<file path="src/rtl/cpu_dbus_responder_pkg.sv">
// Shared constants for the CPU data-bus responder: I/O page layout and STATUS bits.
package cpu_dbus_pkg;

    localparam int unsigned IO_WORDS = 16;
    localparam int unsigned IO_OFS_W = 4;
    localparam int unsigned BYTE_W   = 8;
    localparam int unsigned COUNT_W  = 16;

    // Word offsets inside the I/O page
    localparam logic [IO_OFS_W-1:0] TXDATA = 4'd0;
    localparam logic [IO_OFS_W-1:0] STATUS = 4'd1;
    localparam logic [IO_OFS_W-1:0] RXDATA = 4'd2;
    localparam logic [IO_OFS_W-1:0] COUNT  = 4'd4;

    // STATUS bit positions
    localparam int unsigned STAT_TX_FULL  = 0;
    localparam int unsigned STAT_TX_EMPTY = 1;
    localparam int unsigned STAT_RX_FULL  = 2;
    localparam int unsigned STAT_TX_OVF   = 3;

    // STATUS word payload, packed MSB first so bit positions match the indices above
    typedef struct packed {
        logic tx_ovf;
        logic rx_full;
        logic tx_empty;
        logic tx_full;
    } status_t;

endpackage

</file>
<file path="src/rtl/cpu_dbus_responder_if.sv">
// CPU data port plus the byte-stream tx/rx handshakes toward the serial peripheral.
interface cpu_dbus_responder_if #(
    parameter int unsigned width       = 16,
    parameter int unsigned daddr_width = 8
);
    logic [daddr_width-1:0] daddr;
    logic                   dwrite;
    logic [width-1:0]       dD;
    logic [width-1:0]       dQ;
    logic [7:0]             tx_data;
    logic                   tx_valid;
    logic                   tx_ready;
    logic [7:0]             rx_data;
    logic                   rx_valid;
    logic                   rx_ready;

    modport master (
        output daddr, dwrite, dD, tx_ready, rx_data, rx_valid,
        input  dQ, tx_data, tx_valid, rx_ready
    );

    modport slave (
        input  daddr, dwrite, dD, tx_ready, rx_data, rx_valid,
        output dQ, tx_data, tx_valid, rx_ready
    );
endinterface

</file>
<file path="src/rtl/cpu_dbus_responder_sync_fifo.sv">
// Transmit byte FIFO; a push into a full FIFO is accepted when a pop happens the same cycle.
module sync_fifo #(
    parameter int unsigned width = 8,
    parameter int unsigned depth = 4
) (
    input  logic             clk,
    input  logic             reset,
    input  logic             push_i,
    input  logic [width-1:0] push_data_i,
    input  logic             pop_i,
    output logic [width-1:0] head_o,
    output logic             empty_o,
    output logic             full_nxt_o,
    output logic             empty_nxt_o,
    output logic             drop_o
);
    localparam int unsigned PTR_W = $clog2(depth);
    localparam int unsigned CNT_W = PTR_W + 1;

    logic [width-1:0] mem_q [depth];
    logic [PTR_W-1:0] wr_ptr_q, wr_ptr_d;
    logic [PTR_W-1:0] rd_ptr_q, rd_ptr_d;
    logic [CNT_W-1:0] count_q, count_d;
    logic             do_pop;
    logic             do_push;

    // Accept/pop decisions and pointer/count next state
    always_comb begin
        do_pop   = pop_i & (count_q != '0);
        do_push  = push_i & ((count_q < CNT_W'(depth)) | do_pop);
        wr_ptr_d = do_push ? wr_ptr_q + PTR_W'(1) : wr_ptr_q;
        rd_ptr_d = do_pop  ? rd_ptr_q + PTR_W'(1) : rd_ptr_q;
        count_d  = count_q;
        if (do_push && !do_pop) begin
            count_d = count_q + CNT_W'(1);
        end else if (do_pop && !do_push) begin
            count_d = count_q - CNT_W'(1);
        end
    end

    // Pointer and occupancy registers
    always_ff @(posedge clk) begin
        if (!reset) begin
            wr_ptr_q <= '0;
            rd_ptr_q <= '0;
            count_q  <= '0;
        end else begin
            wr_ptr_q <= wr_ptr_d;
            rd_ptr_q <= rd_ptr_d;
            count_q  <= count_d;
        end
    end

    // Storage is not reset; occupancy alone defines validity
    always_ff @(posedge clk) begin
        if (do_push) begin
            mem_q[wr_ptr_q] <= push_data_i;
        end
    end

    assign head_o      = mem_q[rd_ptr_q];
    assign empty_o     = (count_q == '0);
    assign full_nxt_o  = (count_d == CNT_W'(depth));
    assign empty_nxt_o = (count_d == '0);
    assign drop_o      = push_i & ~do_push;

endmodule

</file>
<file path="src/rtl/cpu_dbus_responder.sv">
// Serves Forth CPU loads/stores: word RAM below the I/O page, tx FIFO, rx holding register, cycle counter.
module cpu_dbus_responder
    import cpu_dbus_pkg::*;
#(
    parameter int unsigned width       = 16,
    parameter int unsigned daddr_width = 8,
    parameter int unsigned tx_depth    = 4
) (
    input logic                 clk,
    input logic                 reset,
    cpu_dbus_responder_if.slave bus
);
    localparam int unsigned IO_BASE = (1 << daddr_width) - IO_WORDS;

    logic [width-1:0]    ram_q [IO_BASE];
    logic [width-1:0]    dq_q, dq_d;
    logic                ovf_q, ovf_d;
    logic                rx_full_q, rx_full_d;
    logic [BYTE_W-1:0]   rx_byte_q, rx_byte_d;
    logic [COUNT_W-1:0]  cnt_q, cnt_d;

    logic                is_io;
    logic [IO_OFS_W-1:0] io_ofs;
    logic                st_tx, st_status, st_rx, st_count;
    logic                rx_ready_c;
    logic                capture;
    logic [BYTE_W-1:0]   tx_head;
    logic                tx_empty;
    logic                tx_full_nxt, tx_empty_nxt, tx_drop;
    status_t             status_d;

    // The I/O page is the top 16 words: all upper address bits set
    assign is_io     = &bus.daddr[daddr_width-1:IO_OFS_W];
    assign io_ofs    = bus.daddr[IO_OFS_W-1:0];
    assign st_tx     = bus.dwrite & is_io & (io_ofs == TXDATA);
    assign st_status = bus.dwrite & is_io & (io_ofs == STATUS);
    assign st_rx     = bus.dwrite & is_io & (io_ofs == RXDATA);
    assign st_count  = bus.dwrite & is_io & (io_ofs == COUNT);

    sync_fifo #(
        .width (BYTE_W),
        .depth (tx_depth)
    ) u_tx_fifo (
        .clk         (clk),
        .reset       (reset),
        .push_i      (st_tx),
        .push_data_i (bus.dD[BYTE_W-1:0]),
        .pop_i       (bus.tx_ready),
        .head_o      (tx_head),
        .empty_o     (tx_empty),
        .full_nxt_o  (tx_full_nxt),
        .empty_nxt_o (tx_empty_nxt),
        .drop_o      (tx_drop)
    );

    // Held low during reset so no byte is taken while state is being cleared
    assign rx_ready_c = reset & ~rx_full_q;
    assign capture    = bus.rx_valid & rx_ready_c;

    // Next state of the I/O registers and the post-edge view that loads return
    always_comb begin
        ovf_d     = ovf_q;
        rx_full_d = rx_full_q;
        rx_byte_d = rx_byte_q;
        cnt_d     = cnt_q + COUNT_W'(1);

        if (tx_drop) begin
            ovf_d = 1'b1;
        end else if (st_status && bus.dD[STAT_TX_OVF]) begin
            ovf_d = 1'b0;
        end

        if (capture) begin
            rx_full_d = 1'b1;
            rx_byte_d = bus.rx_data;
        end else if (st_rx) begin
            rx_full_d = 1'b0;
            rx_byte_d = '0;
        end

        if (st_count) begin
            cnt_d = COUNT_W'(bus.dD);
        end

        status_d.tx_ovf   = ovf_d;
        status_d.rx_full  = rx_full_d;
        status_d.tx_empty = tx_empty_nxt;
        status_d.tx_full  = tx_full_nxt;
    end

    // Load data mux; RAM is write-first, I/O reflects state after this edge
    always_comb begin
        dq_d = '0;
        if (!is_io) begin
            dq_d = bus.dwrite ? bus.dD : ram_q[bus.daddr];
        end else begin
            case (io_ofs)
                STATUS:  dq_d = width'(status_d);
                RXDATA:  dq_d = width'(rx_byte_d);
                COUNT:   dq_d = width'(cnt_d);
                default: dq_d = '0;
            endcase
        end
    end

    // Resettable registers
    always_ff @(posedge clk) begin
        if (!reset) begin
            dq_q      <= '0;
            ovf_q     <= 1'b0;
            rx_full_q <= 1'b0;
            rx_byte_q <= '0;
            cnt_q     <= '0;
        end else begin
            dq_q      <= dq_d;
            ovf_q     <= ovf_d;
            rx_full_q <= rx_full_d;
            rx_byte_q <= rx_byte_d;
            cnt_q     <= cnt_d;
        end
    end

    // Word RAM, contents survive reset
    always_ff @(posedge clk) begin
        if (bus.dwrite && !is_io) begin
            ram_q[bus.daddr] <= bus.dD;
        end
    end

    assign bus.dQ       = dq_q;
    assign bus.tx_data  = tx_head;
    assign bus.tx_valid = ~tx_empty;
    assign bus.rx_ready = rx_ready_c;

endmodule

</file>
<file path="src/flat_wrapper.sv">
// flat-port wrapper written by rule: the top's interface ports become plain ports
module cpu_dbus_responder_flat import cpu_dbus_pkg::*;
#(
    parameter int unsigned width       = 16,
    parameter int unsigned daddr_width = 8,
    parameter int unsigned tx_depth    = 4
)
  (clk, reset, bus_daddr, bus_dwrite, bus_dD, bus_tx_ready, bus_rx_data, bus_rx_valid, bus_dQ, bus_tx_data, bus_tx_valid, bus_rx_ready);
  cpu_dbus_responder_if #(.width(width), .daddr_width(daddr_width)) bus_i ();
  input logic clk;
  input logic reset;
  input wire logic [$bits(bus_i.daddr)-1:0] bus_daddr;
  input wire logic [$bits(bus_i.dwrite)-1:0] bus_dwrite;
  input wire logic [$bits(bus_i.dD)-1:0] bus_dD;
  input wire logic [$bits(bus_i.tx_ready)-1:0] bus_tx_ready;
  input wire logic [$bits(bus_i.rx_data)-1:0] bus_rx_data;
  input wire logic [$bits(bus_i.rx_valid)-1:0] bus_rx_valid;
  output wire logic [$bits(bus_i.dQ)-1:0] bus_dQ;
  output wire logic [$bits(bus_i.tx_data)-1:0] bus_tx_data;
  output wire logic [$bits(bus_i.tx_valid)-1:0] bus_tx_valid;
  output wire logic [$bits(bus_i.rx_ready)-1:0] bus_rx_ready;
  assign bus_i.daddr = bus_daddr;
  assign bus_i.dwrite = bus_dwrite;
  assign bus_i.dD = bus_dD;
  assign bus_i.tx_ready = bus_tx_ready;
  assign bus_i.rx_data = bus_rx_data;
  assign bus_i.rx_valid = bus_rx_valid;
  assign bus_dQ = bus_i.dQ;
  assign bus_tx_data = bus_i.tx_data;
  assign bus_tx_valid = bus_i.tx_valid;
  assign bus_rx_ready = bus_i.rx_ready;
  cpu_dbus_responder #(.width(width), .daddr_width(daddr_width), .tx_depth(tx_depth)) u_core (.clk(clk), .reset(reset), .bus(bus_i));
endmodule
</file>
<file path="config.mk">
export PLATFORM = sky130hd
export DESIGN_NAME = cpu_dbus_responder_flat
export DESIGN_NICKNAME = d
export VERILOG_FILES = /design/src/rtl/cpu_dbus_responder_pkg.sv /design/src/rtl/cpu_dbus_responder_if.sv /design/src/rtl/cpu_dbus_responder_sync_fifo.sv /design/src/rtl/cpu_dbus_responder.sv /design/src/flat_wrapper.sv
export SDC_FILE = /design/constraint.sdc
export NUM_CORES = 2
export LEC_CHECK = 0
export CORE_MARGIN = 3
export CORE_UTILIZATION = 57
export CTS_CLUSTER_SIZE = 8
export DETAILED_ROUTE_END_ITERATION = 7
export DONT_BUFFER_PORTS = 1
export PLACE_DENSITY_LB_ADDON = 0.25
export REMOVE_ABC_BUFFERS = 1
export SLEW_MARGIN = 20
export SYNTH_ARGS = -nofsm -noshare
export SYNTH_HDL_FRONTEND = slang
export SYNTH_SLANG_ARGS = --single-unit
</file>
<file path="constraint.sdc">
create_clock -name clk -period 4.25 [get_ports clk]
set_input_delay 1.275 -clock clk [delete_from_list [all_inputs] [get_ports clk]]
set_output_delay 1.275 -clock clk [all_outputs]
set_load 0.005 [all_outputs]
</file>
# Word level (Yosys, flattened, before mapping)
# Memories as Yosys holds them, arrays and structs flattened. A register that Yosys moved wholly into a read port is not among the register bits.
# Index checks and enable logic that the tools add are counted.
[word_totals]
ff_bits = 49
mem_bits_rw = 3872
input_bits = 37
out_inout_bits = 26
word_cells = 64
mem_count = 2
[op_classes]
n_addsub = 5
n_lt_le_gt_ge = 1
eq_ne = 4
muxes = 18
n_bitwise = 14
reduce_logical = 12
[mem_list]
columns = ["memory", "depth", "word_bits", "rd", "rd_ports_with_merged_regs", "wr", "line", "source"]
rows = [
  ["u_core.ram_q", 240, 16, 1, 0, 1, "cpu_dbus_responder.sv:15", "logic [width-1:0] ram_q [IO_BASE];"],
  ["u_core.u_tx_fifo.mem_q", 4, 8, 1, 1, 1, "cpu_dbus_responder_sync_fifo.sv:20", "logic [width-1:0] mem_q [depth];"],
]
[op_table]
columns = ["operator", "count"]
rows = [
  ["two-way mux 16 bit", 3],
  ["case mux 16 bit (3 select lines)", 1],
  ["adder 16 x 1 -> 16 bit (second input constant)", 1],
  ["two-way mux 8 bit", 2],
  ["AND 1 bit", 10],
  ["two-way mux 1 bit", 8],
  ["zero test 3 bit", 2],
  ["two-way mux 3 bit", 2],
  ["adder 2 x 1 -> 2 bit (second input constant)", 2],
  ["equality test 4 x 1 -> 1 bit (second input constant)", 1],
  ["equality test 4 x 2 -> 1 bit (second input constant)", 1],
  ["equality test 4 x 3 -> 1 bit (second input constant)", 1],
  ["logical AND 1 bit", 4],
  ["zero test 4 bit", 1],
  ["two-way mux 2 bit", 2],
  ["AND reduction 4 bit", 1],
  ["adder 3 x 1 -> 3 bit (second input constant)", 1],
  ["equality test 3 bit (second input constant)", 1],
  ["zero test 1 bit", 3],
  ["< comparator 3 bit (second input constant)", 1],
  ["inverter 1 bit", 3],
  ["nonzero test 3 bit", 1],
  ["subtractor 3 x 1 -> 3 bit (second input constant)", 1],
  ["bitwise OR 1 bit", 1],
]

# Logic depth before layout (Yosys ltp)
[logic_depth]
ltp_word = 11
mapped_depth = 14
ltp_nobuf = 10

# Hierarchy
# A second synthesis with hierarchy kept.
[hier_totals]
cells_unflattened = 6967
hier_area_um2 = 151549.1
[by_module_without_submodules]
columns = ["module", "instances", "cells_each", "area_per_inst_um2", "seq_area_each_um2"]
rows = [
  ["cpu_dbus_responder", 1, 6859, 149792.4, 116151.4],
  ["sync_fifo", 1, 108, 1756.7, 1141.1],
]

# Worst setup path before layout
# Ideal clock, no wire load.
[synth_timing]
kind = "input-to-reg"
startpoint = "input port bus_daddr[1]"
endpoint = "memory u_core.ram_q[131][0] (enable)"
setup_ns = 0.388
t_arrival_ns = 3.769
t_required_ns = 3.862
path_slack_ns = 0.093
path_stages = 9
n_path_buf = 7
path_cell_list = "buf_2 -> buf_2 -> buf_2 -> buf_2 -> clkbuf_1 -> buf_2 -> nand4_1 -> clkbuf_1 -> nor2_1"
[synth_rtl]
columns = ["element", "line", "source"]
rows = [
  ["start: declaration", "flat_wrapper.sv:12", "input wire logic [$bits(bus_i.daddr)-1:0] bus_daddr;"],
  ["end: declaration", "cpu_dbus_responder.sv:15", ""],
]
# No word-level cell before the write port.

# Final worst setup path
[layout_timing]
startpoint = "input port bus_daddr[0]"
endpoint = "register u_core.dq_q[12], in the netlist u_core.bus.dQ[12]"
[layout_between]
elab_chain_cells = 5
word_cells_on_any_way = 9
classes_between = "3 x eq/ne; 4 x mux; 1 x bitwise; 1 x memory"
[layout_rtl]
columns = ["element", "line", "source"]
rows = [
  ["parallel branches: the longest is 4 deep, another holds memory (240 x 16 bit)", "n/a", ""],
  ["two-way mux 16 bit (*)", "cpu_dbus_responder.sv:94", "if (!is_io) begin"],
  ["end signal: assignment", "cpu_dbus_responder.sv:115", "dq_q <= dq_d;"],
  ["end: declaration", "cpu_dbus_responder.sv:16", "logic [width-1:0] dq_q, dq_d;"],
]
# Every way passes the cells marked *.
# A chain may end at the register's enable or synchronous reset.

==> flow_summary.toml <==
[sta]
fin_skew_ps = 63.9
maxSlewViolCount = 0
worst_pin_slew_ps = 1300
period_needed_ps = 4130
rsz0062_at_grt = "no"
fmax_mhz = 242
period_share_pct = 97.1
maxSlewHeadroom_pct = 13.1
setup_violations = 0
finalHoldViolations = 0
holdWs_ps = 370

[setup_path]
start_kind = "primary input"
cp.required_ps = 5130
cp.arrival_ps = 5010
path_class = "primary input to flip-flop"
crit_path_end_kind = "flip-flop"
cp_slowest_cell = "a221oi_1"
critPathTopFamily = "compound AO/OA/AOI/OAI gates"
cp_slowest_stage_delay_ps = 610
critPathMaxFanout = 26
cp_cell_sequence = "buf_16 > buf_12 > buf_4 > mux4_2 > a32o_1 > a221oi_1 > o22ai_1 > nor3_1 > and4b_1 > o21ai_0"
crit_buf_inv = 3

[synthesis]
syn_area_um2 = 151000
synth_cell_types = 76
synth_warnings = 0
ys_top_cells_by_area = "edfxtp_1 77%, mux4_2 14%, mux2i_1 1.7%, nor2_1 0.91%, a22oi_1 0.77%"
synthArstFlopShare_pct = 0
synth_ff_type = "edfxtp_1"
ys_seq_area_share_pct = 77.6
ys_ff_latch = 3923
syn_area_per_cell_um2 = 21.6
synth_top_area_share_pct = 76.9
synth_top_area_cell = "edfxtp_1"
synth_edf_count = 3872
syn_inst = 7003

[global_route]
grt_pass1_vias = 82000
grt_max_degree = 248
antenna_found_initial = 39
grt_use_total_pct = 35.1
grt_overflow_total = 0
grt_first_pass_wirelength_um = 658000

[power]
leakagePower_nw = 58.0
power.total_mw = 87.0
ir_drop_mv = 0.563
p_per_area_nw_per_um2 = 485

[floorplanning]
rows = 188
die_h_um = 521
start_util_pct = 57.4
die_area_um2 = 271000
ios = 63
core_um2 = 263000
die_w_um = 521

[layout]
final_cell_mix = "3872 x edfxtp_1, 933 x mux4_2, 748 x buf_4, 565 x clkbuf_16, 282 x nor2_1"
nets = 8165
instances_no_fill = 11800
final_common_cell = "edfxtp_1"
syn_to_final_growth_pct = 18.6
post-route-util_pct = 68.1
drive_gt1_share_pct = 32.1
final_cell_area_um2 = 179000

[routing]
ant_nets = 0
drt-initial-drc-count = 13600
wl_per_cell_um = 40.4
drtPass1Iterations = 8
drc = 0
vias = 83500
vias_per_cell = 7.09
wl_um = 475000

[clock_network]
cts_max_level = 6
path_clk_slew_ps = 50
clock_latency_ps = 1040
post-cts-setup-buffers = 0
numCtsBuffers = 561
cts_resized = 0
cts-root-buf = "clkbuf_16"
cts_buffer_depth = 4
clock-sinks = 3923
cts_hold_buffers = 0
cts_tree = "built"

[placement]
dpl.hpwl_um = 279000
dp.cells = 11100
gp_congestion = 1.04
portBuffers = 0
postPlaceCellArea_um2 = 164000

[worst_hold_path]
min-delay-path-class = "primary input to flip-flop"

[run_status]
status = "completed"

[job]
maxCapViolations = 0
-- logic make-up after synthesis --
| logic type | Yosys count | synth area share (%) |
|---|---|---|
| flip-flops | 3923 | 77.6 |
| multiplexers | 1200 | 15.7 |
| AND/OR/NAND/NOR | 857 | 2.49 |
| AO/OA/AOI/OAI | 582 | 2.66 |
| buffers and inverters | 414 | 1.42 |
| XOR/XNOR | 19 | 0.110 |
| adder cells (fa/ha/maj) | 8 | 0.0662 |
-- per-layer routing --
layer / part of all wire (%) / vias up / global-route usage [%]
met2: 45 / 7107 / 51.6
met4: 6.2 / 16 / 17.9
met5: 0.023 / - / 0
met1: 34 / 43700 / 47.8
met3: 14 / 1184 / 11.5
li1: - / 31600 / -
-- sequential cells by signal, summed over array words and instances, names as in the netlist, named ones only --
register	cells
u_core.rx_full_q	1
u_core.bus.dQ	16
u_core.u_tx_fifo.rd_ptr_q	2
u_core.ovf_q	1
u_core.ram_q	3840
u_core.cnt_q	16
u_core.u_tx_fifo.count_q	3
u_core.u_tx_fifo.wr_ptr_q	2
u_core.u_tx_fifo.mem_q	32
u_core.rx_byte_q	8
-- Yosys cell counts, drive strengths merged (4+ instances only) --
master / count
a2111oi: 14
a211oi: 33
a21oi: 108
a221oi: 18
a22o: 16
a22oi: 155
a311oi: 4
a31oi: 27
a32o: 7
a32oi: 20
and2: 15
and3: 8
and4: 4
buf: 216
clkbuf: 185
dfxtp: 51
edfxtp: 3872
ha: 8
inv: 13
mux2: 15
mux2i: 252
mux4: 933
nand2: 230
nand2b: 14
nand3: 92
nand4: 26
nand4b: 4
nor2: 366
nor2b: 23
nor3: 37
nor4: 17
o2111ai: 8
o211ai: 10
o21ai: 74
o221ai: 6
o22ai: 44
o32ai: 10
or2: 5
or3: 4
xnor2: 10
xor2: 9
-- report_power, final --
group          switching (mW)  leakage, nW  internal (mW)
Sequential              0.112         35.2           42.7
Clock                    16.4         7.54           23.9
Combinational            2.27         15.3           1.66
Total                    18.7         58.0           68.2
-- worst register-to-register path: cells and delay by family, from the launching register on --
kind	cells	cell delay, ps
multiplexers	1	520
AND/OR/NAND/NOR	2	670
flip-flops	1	410
AO/OA/AOI/OAI	4	1520
-- through the flow --
step | worst slack (ps) | setup TNS, ps
2_1_floorplan | -1100 | -686510
3_3_place_gp | -551 | -5110
3_5_place_dp | -589 | -5180
4_1_cts | 483 | 0
5_1_grt | 262 | 0
6_report | 125 | 0
-- cell type report --
class	instances	area, um2
flip-flops and latches	3923	117000
fillers	15700	83900
multi-input cells	2666	32100
clock buffers	609	14300
repair buffers	955	9760
well taps	3515	4400
clock inverters	58	1270
diodes	38	95.1
inverters	13	57.6
-- worst paths after layout --
check,slack [ps],start,to,cells past startpoint
max,120,bus_daddr[0],u_core.bus.dQ[12]$_SDFF_PN0_,10
max reg2reg,1000,u_core.ram_q[203][12]$_DFFE_PP_,u_core.bus.dQ[12]$_SDFF_PN0_,7
min,370,bus_dD[15],u_core.ram_q[11][15]$_DFFE_PP_,0
min reg2reg,460,u_core.rx_byte_q[3]$_SDFF_PN0_,u_core.rx_byte_q[3]$_SDFF_PN0_,2
Note: power is estimated with default switching activity, not from simulation.
